`config.mk`:
```
export PLATFORM = sky130hd
export DESIGN_NAME = main_ram_ctrl_flat
export DESIGN_NICKNAME = d
export VERILOG_FILES = /design/src/rtl/main_ram_ctrl_if.sv /design/src/rtl/main_ram_ctrl.sv /design/src/flat_wrapper.sv
export SDC_FILE = /design/constraint.sdc
export NUM_CORES = 1
export LEC_CHECK = 0
export ABC_CLOCK_PERIOD_IN_PS = 5200
export CAP_MARGIN = 10
export CORE_MARGIN = 1
export CORE_UTILIZATION = 39
export DETAILED_ROUTE_END_ITERATION = 10
export PLACE_DENSITY = 0.87
export SYNTH_ARGS = -nofsm -noshare
export SYNTH_HDL_FRONTEND = slang
export SYNTH_SLANG_ARGS = --single-unit
```
`constraint.sdc`:
```
create_clock -name clk -period 5.2 [get_ports clk]
set_input_delay 1.3 -clock clk [delete_from_list [all_inputs] [get_ports clk]]
set_output_delay 1.3 -clock clk [all_outputs]
set_load 0.01 [all_outputs]
```
`src/rtl/main_ram_ctrl_if.sv`:
```
// Request/response bus plus asynchronous SRAM pin bundle for main_ram_ctrl.
// The controller takes the slave modport; the CPU side / bench takes master.
interface main_ram_ctrl_if #(
  parameter int unsigned ADDR_W = 20,
  parameter int unsigned DATA_W = 8
);
  logic              req_valid;
  logic              req_ready;
  logic              req_we;
  logic [ADDR_W-1:0] req_addr;
  logic [DATA_W-1:0] req_wdata;
  logic              rsp_valid;
  logic [DATA_W-1:0] rsp_rdata;
  logic              busy;
  logic              _ram_cs;
  logic              _ram_oe;
  logic              _ram_w;
  logic [ADDR_W-1:0] ram_addr;
  logic [DATA_W-1:0] ram_wdata;
  logic [DATA_W-1:0] ram_rdata;

  modport slave (
    input  req_valid, req_we, req_addr, req_wdata, ram_rdata,
    output req_ready, rsp_valid, rsp_rdata, busy,
    output _ram_cs, _ram_oe, _ram_w, ram_addr, ram_wdata
  );

  modport master (
    output req_valid, req_we, req_addr, req_wdata, ram_rdata,
    input  req_ready, rsp_valid, rsp_rdata, busy,
    input  _ram_cs, _ram_oe, _ram_w, ram_addr, ram_wdata
  );
endinterface

```
`src/rtl/main_ram_ctrl.sv`:
```
// Sequences the async main RAM strobes from a clocked request/response bus.
// Optional MRC_POSTED_WRITE_EN adds a one-entry request buffer and posted write acks.
module main_ram_ctrl #(
  parameter int unsigned ADDR_W    = 20,
  parameter int unsigned DATA_W    = 8,
  parameter int unsigned SETUP_CYC = 1,
  parameter int unsigned PULSE_CYC = 2,
  parameter int unsigned HOLD_CYC  = 1,
  parameter int unsigned READ_CYC  = 2
) (
  input  logic           clk,
  input  logic           _reset,
  main_ram_ctrl_if.slave bus
);

  localparam int unsigned MaxAb  = (SETUP_CYC > PULSE_CYC) ? SETUP_CYC : PULSE_CYC;
  localparam int unsigned MaxCd  = (HOLD_CYC > READ_CYC) ? HOLD_CYC : READ_CYC;
  localparam int unsigned MaxCyc = (MaxAb > MaxCd) ? MaxAb : MaxCd;
  localparam int unsigned CntW   = (MaxCyc > 1) ? $clog2(MaxCyc) : 1;

  typedef enum logic [2:0] {StIdle, StRdWait, StSetup, StWrPulse, StHold} state_e;

  state_e            state_q, state_d;
  logic [CntW-1:0]   cnt_q, cnt_d;
  logic              cs_q, cs_d, oe_q, oe_d, w_q, w_d;
  logic [ADDR_W-1:0] addr_q, addr_d;
  logic [DATA_W-1:0] wdata_q, wdata_d, rdata_q, rdata_d;
  logic              rsp_valid_q, rsp_valid_d;

  logic              accept, start, start_we, last;
  logic [ADDR_W-1:0] start_addr;
  logic [DATA_W-1:0] start_wdata;

  assign last = (cnt_q == '0);

`ifdef MRC_POSTED_WRITE_EN
  localparam bit PostedWr = 1'b1;

  logic              buf_full_q, buf_full_d, buf_we_q, load_buf, rd_done;
  logic [ADDR_W-1:0] buf_addr_q;
  logic [DATA_W-1:0] buf_wdata_q;

  // No accept on a read's final edge, so its response never merges with a posted write ack.
  assign rd_done       = (state_q == StRdWait) && last;
  assign bus.req_ready = (state_q == StIdle) || (!buf_full_q && !rd_done);
  assign accept        = bus.req_valid && bus.req_ready;
  assign start         = (state_q == StIdle) && (buf_full_q || accept);
  assign load_buf      = accept && ((state_q != StIdle) || buf_full_q);
  assign buf_full_d    = load_buf || (buf_full_q && (state_q != StIdle));
  assign start_we      = buf_full_q ? buf_we_q    : bus.req_we;
  assign start_addr    = buf_full_q ? buf_addr_q  : bus.req_addr;
  assign start_wdata   = buf_full_q ? buf_wdata_q : bus.req_wdata;
  assign bus.busy      = (state_q != StIdle) || buf_full_q;

  always_ff @(posedge clk or negedge _reset) begin
    if (!_reset) begin
      buf_full_q  <= 1'b0;
      buf_we_q    <= 1'b0;
      buf_addr_q  <= '0;
      buf_wdata_q <= '0;
    end else begin
      buf_full_q <= buf_full_d;
      if (load_buf) begin
        buf_we_q    <= bus.req_we;
        buf_addr_q  <= bus.req_addr;
        buf_wdata_q <= bus.req_wdata;
      end
    end
  end
`else
  localparam bit PostedWr = 1'b0;

  assign bus.req_ready = (state_q == StIdle);
  assign accept        = bus.req_valid && bus.req_ready;
  assign start         = accept;
  assign start_we      = bus.req_we;
  assign start_addr    = bus.req_addr;
  assign start_wdata   = bus.req_wdata;
  assign bus.busy      = (state_q != StIdle);
`endif

  always_comb begin
    state_d     = state_q;
    cnt_d       = cnt_q;
    cs_d        = cs_q;
    oe_d        = oe_q;
    w_d         = w_q;
    addr_d      = addr_q;
    wdata_d     = wdata_q;
    rdata_d     = rdata_q;
    rsp_valid_d = PostedWr && accept && bus.req_we;
    unique case (state_q)
      StIdle: begin
        if (start) begin
          addr_d  = start_addr;
          wdata_d = start_wdata;
          cs_d    = 1'b0;
          if (start_we) begin
            state_d = StSetup;
            cnt_d   = CntW'(SETUP_CYC - 1);
          end else begin
            state_d = StRdWait;
            oe_d    = 1'b0;
            cnt_d   = CntW'(READ_CYC - 1);
          end
        end
      end
      StRdWait: begin
        if (last) begin
          rdata_d     = bus.ram_rdata;
          rsp_valid_d = 1'b1;
          cs_d        = 1'b1;
          oe_d        = 1'b1;
          state_d     = StIdle;
        end else begin
          cnt_d = cnt_q - 1'b1;
        end
      end
      StSetup: begin
        if (last) begin
          w_d     = 1'b0;
          state_d = StWrPulse;
          cnt_d   = CntW'(PULSE_CYC - 1);
        end else begin
          cnt_d = cnt_q - 1'b1;
        end
      end
      StWrPulse: begin
        if (last) begin
          w_d     = 1'b1;
          state_d = StHold;
          cnt_d   = CntW'(HOLD_CYC - 1);
        end else begin
          cnt_d = cnt_q - 1'b1;
        end
      end
      StHold: begin
        if (last) begin
          cs_d    = 1'b1;
          state_d = StIdle;
          if (!PostedWr) rsp_valid_d = 1'b1;
        end else begin
          cnt_d = cnt_q - 1'b1;
        end
      end
      default: state_d = StIdle;
    endcase
  end

  always_ff @(posedge clk or negedge _reset) begin
    if (!_reset) begin
      state_q     <= StIdle;
      cnt_q       <= '0;
      cs_q        <= 1'b1;
      oe_q        <= 1'b1;
      w_q         <= 1'b1;
      addr_q      <= '0;
      wdata_q     <= '0;
      rdata_q     <= '0;
      rsp_valid_q <= 1'b0;
    end else begin
      state_q     <= state_d;
      cnt_q       <= cnt_d;
      cs_q        <= cs_d;
      oe_q        <= oe_d;
      w_q         <= w_d;
      addr_q      <= addr_d;
      wdata_q     <= wdata_d;
      rdata_q     <= rdata_d;
      rsp_valid_q <= rsp_valid_d;
    end
  end

  assign bus._ram_cs   = cs_q;
  assign bus._ram_oe   = oe_q;
  assign bus._ram_w    = w_q;
  assign bus.ram_addr  = addr_q;
  assign bus.ram_wdata = wdata_q;
  assign bus.rsp_valid = rsp_valid_q;
  assign bus.rsp_rdata = rdata_q;

endmodule
```
`src/flat_wrapper.sv`:
```
// flat-port wrapper written by rule: the top's interface ports become plain ports
module main_ram_ctrl_flat 
#(
  parameter int unsigned ADDR_W    = 20,
  parameter int unsigned DATA_W    = 8,
  parameter int unsigned SETUP_CYC = 1,
  parameter int unsigned PULSE_CYC = 2,
  parameter int unsigned HOLD_CYC  = 1,
  parameter int unsigned READ_CYC  = 2
)
  (clk, _reset, bus_req_valid, bus_req_we, bus_req_addr, bus_req_wdata, bus_ram_rdata, bus_req_ready, bus_rsp_valid, bus_rsp_rdata, bus_busy, bus__ram_cs, bus__ram_oe, bus__ram_w, bus_ram_addr, bus_ram_wdata);
  main_ram_ctrl_if #(.ADDR_W(ADDR_W), .DATA_W(DATA_W)) bus_i ();
  input  logic clk;
  input  logic _reset;
  input wire logic [$bits(bus_i.req_valid)-1:0] bus_req_valid;
  input wire logic [$bits(bus_i.req_we)-1:0] bus_req_we;
  input wire logic [$bits(bus_i.req_addr)-1:0] bus_req_addr;
  input wire logic [$bits(bus_i.req_wdata)-1:0] bus_req_wdata;
  input wire logic [$bits(bus_i.ram_rdata)-1:0] bus_ram_rdata;
  output wire logic [$bits(bus_i.req_ready)-1:0] bus_req_ready;
  output wire logic [$bits(bus_i.rsp_valid)-1:0] bus_rsp_valid;
  output wire logic [$bits(bus_i.rsp_rdata)-1:0] bus_rsp_rdata;
  output wire logic [$bits(bus_i.busy)-1:0] bus_busy;
  output wire logic [$bits(bus_i._ram_cs)-1:0] bus__ram_cs;
  output wire logic [$bits(bus_i._ram_oe)-1:0] bus__ram_oe;
  output wire logic [$bits(bus_i._ram_w)-1:0] bus__ram_w;
  output wire logic [$bits(bus_i.ram_addr)-1:0] bus_ram_addr;
  output wire logic [$bits(bus_i.ram_wdata)-1:0] bus_ram_wdata;
  assign bus_i.req_valid = bus_req_valid;
  assign bus_i.req_we = bus_req_we;
  assign bus_i.req_addr = bus_req_addr;
  assign bus_i.req_wdata = bus_req_wdata;
  assign bus_i.ram_rdata = bus_ram_rdata;
  assign bus_req_ready = bus_i.req_ready;
  assign bus_rsp_valid = bus_i.rsp_valid;
  assign bus_rsp_rdata = bus_i.rsp_rdata;
  assign bus_busy = bus_i.busy;
  assign bus__ram_cs = bus_i._ram_cs;
  assign bus__ram_oe = bus_i._ram_oe;
  assign bus__ram_w = bus_i._ram_w;
  assign bus_ram_addr = bus_i.ram_addr;
  assign bus_ram_wdata = bus_i.ram_wdata;
  main_ram_ctrl #(.ADDR_W(ADDR_W), .DATA_W(DATA_W), .SETUP_CYC(SETUP_CYC), .PULSE_CYC(PULSE_CYC), .HOLD_CYC(HOLD_CYC), .READ_CYC(READ_CYC)) u_core (.clk(clk), ._reset(_reset), .bus(bus_i));
endmodule
```
==> qor.yml <==
detailed_routing:
  via_per_inst: 4.92
  antenna_left: 0
  drc_errors: 1
  wl_um: 3770
  avgRoutedWirePerCell_um: 15.0
  drtPass1Iterations: 7
  vias: 1235
  drt_iter0_drc: 61
setup_path:
  path_class: "reg2out"
  crit_end: "bus_req_ready"
  reg2reg_from: "u_core.state_q[2]$_DFFE_PN0P_"
  cp.required_ns: 3.90
  critPathLaunch: "u_core.state_q[2]$_DFFE_PN0P_"
  critPathCaptureType: "primary output"
  cp-start-kind: "flip-flop"
  regToRegSetupSlack_ns: 3.19
  r2r_end: "u_core.bus.ram_addr[17]$_DFFE_PN0P_"
  critical_path.max_fanout: 10
  crit_arrival_ns: 1.90
  r2r_cells: 3
cells_and_area:
  nets: 238
  final_area_mm2: 0.00276
  fin_util_pct: 61.2
  num_antenna_cells: 0
  drive_gt1_share_pct: 25.6
  n_fill_cell: 365
  syn_to_final_growth_pct: 46.7
  fin_cells: 251
  final_common_cell: "clkdlybuf4s50_1"
  final_cell_mix: "80 x clkdlybuf4s50_1, 41 x dfrtp_1, 20 x mux2_4"
placement:
  place.port_buffers: 81
  dp_hpwl_um: 2650
  dp_cells: 243
  gp_congestion: 0.731
  placed_area_mm2: 0.00268
timing:
  fin_crit_ns: 3.20
  slew_headroom_pct: 36.2
  hold_viol: 0
  max_freq_ghz: 0.312
  tightest_slew_ns: 0.957
  finalSetupTns_ns: 0
  grt_setup_unrepaired: "no"
  finalCritPeriodShare_pct: 61.6
  finalClockSkew_ns: 0.00784
  finalSetupViolCount: 0
  drv_slew: 0
grt:
  grt-ovfl-total: 0
  met1_usage_pct: 21.2
  grt.met2_usage_pct: 22.6
  grt_usage_pct: 15.5
  grt_pass1_wl_um: 6070
  busiest_layer: "met2"
  gr-usage-met3_pct: 5.20
  grt_start_max_net_pins: 45
  grt_pass1_vias: 1227
  antenna_found_initial: 0
clocking:
  cts_tree: "done"
  clock_path_buffers: 2
  clk_latency_ns: 0.29
  clkSinkCount: 44
  cts_setup_buffers: 0
  cts-root-buf: "clkbuf_8"
  ctsResizeCount: 0
  cts_inserted_buffers: 5
  htreeDepth: 2
  hold_buffers: 0
  clkTransAtPathRegs_ns: 0.07
synthesis:
  ys_ff_latch: 44
  syn-cell-area_mm2: 0.00188
  yosysWarnings: 0
  synthCells: 117
  syn_avg_cell_area_um2: 16.1
  syn-num-nets: 157
  yosys.cell_types.count: 27
  ys_seq_area_share_pct: 58.8
flow_run:
  drv_cap: 0
power_and_ir_drop:
  power.density_mw_per_mm2: 624
  ir_worst_vdd_uv: 251
  power_leakage_nw: 1.17
  total_power_mw: 1.72
floorplan:
  initial_core_util_pct: 41.7
  dieArea_mm2: 0.00510
  die_y_um: 71.4
  boundaryPins: 82
  placementRows: 24
  coreArea_mm2: 0.00450
  dieWidth_um: 71.4
run_status:
  violations: "design-rule violations"
  outcome: "complete, but fails checks"
min_path:
  hp-class: "reg2reg"
  min_from: "u_core.bus._ram_cs$_DFFE_PN1P_"
sequential cells by signal, summed over array words and instances (netlist names):
register and count:
u_core.cnt_q 1, u_core.bus._ram_oe 1, u_core.bus.rsp_valid 1, u_core.bus.rsp_rdata 8, u_core.bus._ram_w 1, u_core.bus.ram_addr 20
u_core.state_q 3, u_core.bus.ram_wdata 8, u_core.bus._ram_cs 1
layout make-up:
class	instances	area (µm²)	area share (%)
clock inverters	1	5.00	0.181
flip-flops and latches	44	1100	40.1
repair buffers	81	806	29.2
multi-input cells	63	689	25.0
inverters	3	11.3	0.408
clock buffers	7	76.3	2.77
well taps	52	65.1	2.36
routing by layer:
| metal | wire (µm) | vias to the layer above | share of wire [%] |
|---|---|---|---|
| met4 | 57 | 0 | 1.5 |
| met2 | 1660 | 55 | 44 |
| met1 | 1740 | 600 | 46 |
| li1 | - | 574 | - |
| met5 | 0 | - | 0 |
| met3 | 307 | 6 | 8.2 |
cell families (layout without fill, tap and decap cells):
| kind of cell | count (synthesis) | count (layout) | share of synthesized area, % |
|---|---|---|---|
| and+or+nand+nor | 14 | 14 | 5.73 |
| xor gates and xnor gates | 1 | 1 | 0.466 |
| buffers and inverters | 10 | 92 | 4.53 |
| muxes | 37 | 37 | 26.2 |
| AOI/OAI and AO/OA | 11 | 11 | 4.33 |
| DFF | 44 | 44 | 58.8 |
cells in the mapped netlist:
cell type / instances / area (µm²)
xnor2_1: 1 / 8.76
a221oi_1: 1 / 8.76
clkbuf_1: 3 / 11.3
mux2_2: 17 / 191
nor2_1: 5 / 18.8
nor3_1: 2 / 10.0
a21oi_1: 2 / 10.0
o22ai_1: 1 / 6.26
buf_6: 2 / 22.5
a22o_1: 1 / 8.76
a2bb2oi_1: 1 / 8.76
buf_12: 2 / 40.0
nor2b_1: 1 / 6.26
nand2b_1: 1 / 6.26
a211oi_1: 1 / 7.51
dfstp_2: 3 / 78.8
inv_1: 3 / 11.3
a32o_1: 1 / 10.0
mux2_4: 20 / 300
nor3b_1: 1 / 7.51
dfrtp_1: 41 / 1030
o21ai_0: 2 / 10.0
or3_4: 1 / 11.3
o32a_2: 1 / 11.3
nor4b_4: 1 / 23.8
nor2_8: 1 / 20.0
nand2_1: 1 / 3.75
critical path: stages, from the launching register on:
cell             delay (ns)
dfrtp_1                0.51
or3_4                  0.50
inv_1                  0.07
clkdlybuf4s50_1        0.53
how the worst min path moves through the flow:
stage	end	cells past startpoint
after floorplan	u_core.bus._ram_cs$_DFFE_PN1P_	2
after global placement	u_core.bus._ram_cs$_DFFE_PN1P_	2
after detailed placement	u_core.bus._ram_cs$_DFFE_PN1P_	2
after CTS	u_core.bus._ram_cs$_DFFE_PN1P_	2
after global routing	u_core.bus._ram_cs$_DFFE_PN1P_	2
final	u_core.bus._ram_cs$_DFFE_PN1P_	2
metrics by stage:
| stage | setup slack [ns] | hold slack, ns |
|---|---|---|
| 2_1_floorplan | 2.81 | 0.482 |
| 3_3_place_gp | 2.19 | 0.472 |
| 3_5_place_dp | 2.17 | 0.470 |
| 4_1_cts | 1.97 | 0.481 |
| 5_1_grt | 1.94 | 0.502 |
| 6_report | 2.00 | 0.478 |
power breakdown:
group	leakage (nW)	total, mW	internal (mW)	switching (mW)
registers	0.520	0.649	0.523	0.125
clock network	0.0422	0.200	0.0942	0.106
logic	0.609	0.871	0.572	0.300
No activity file was read; power rests on OpenSTA's default activity.
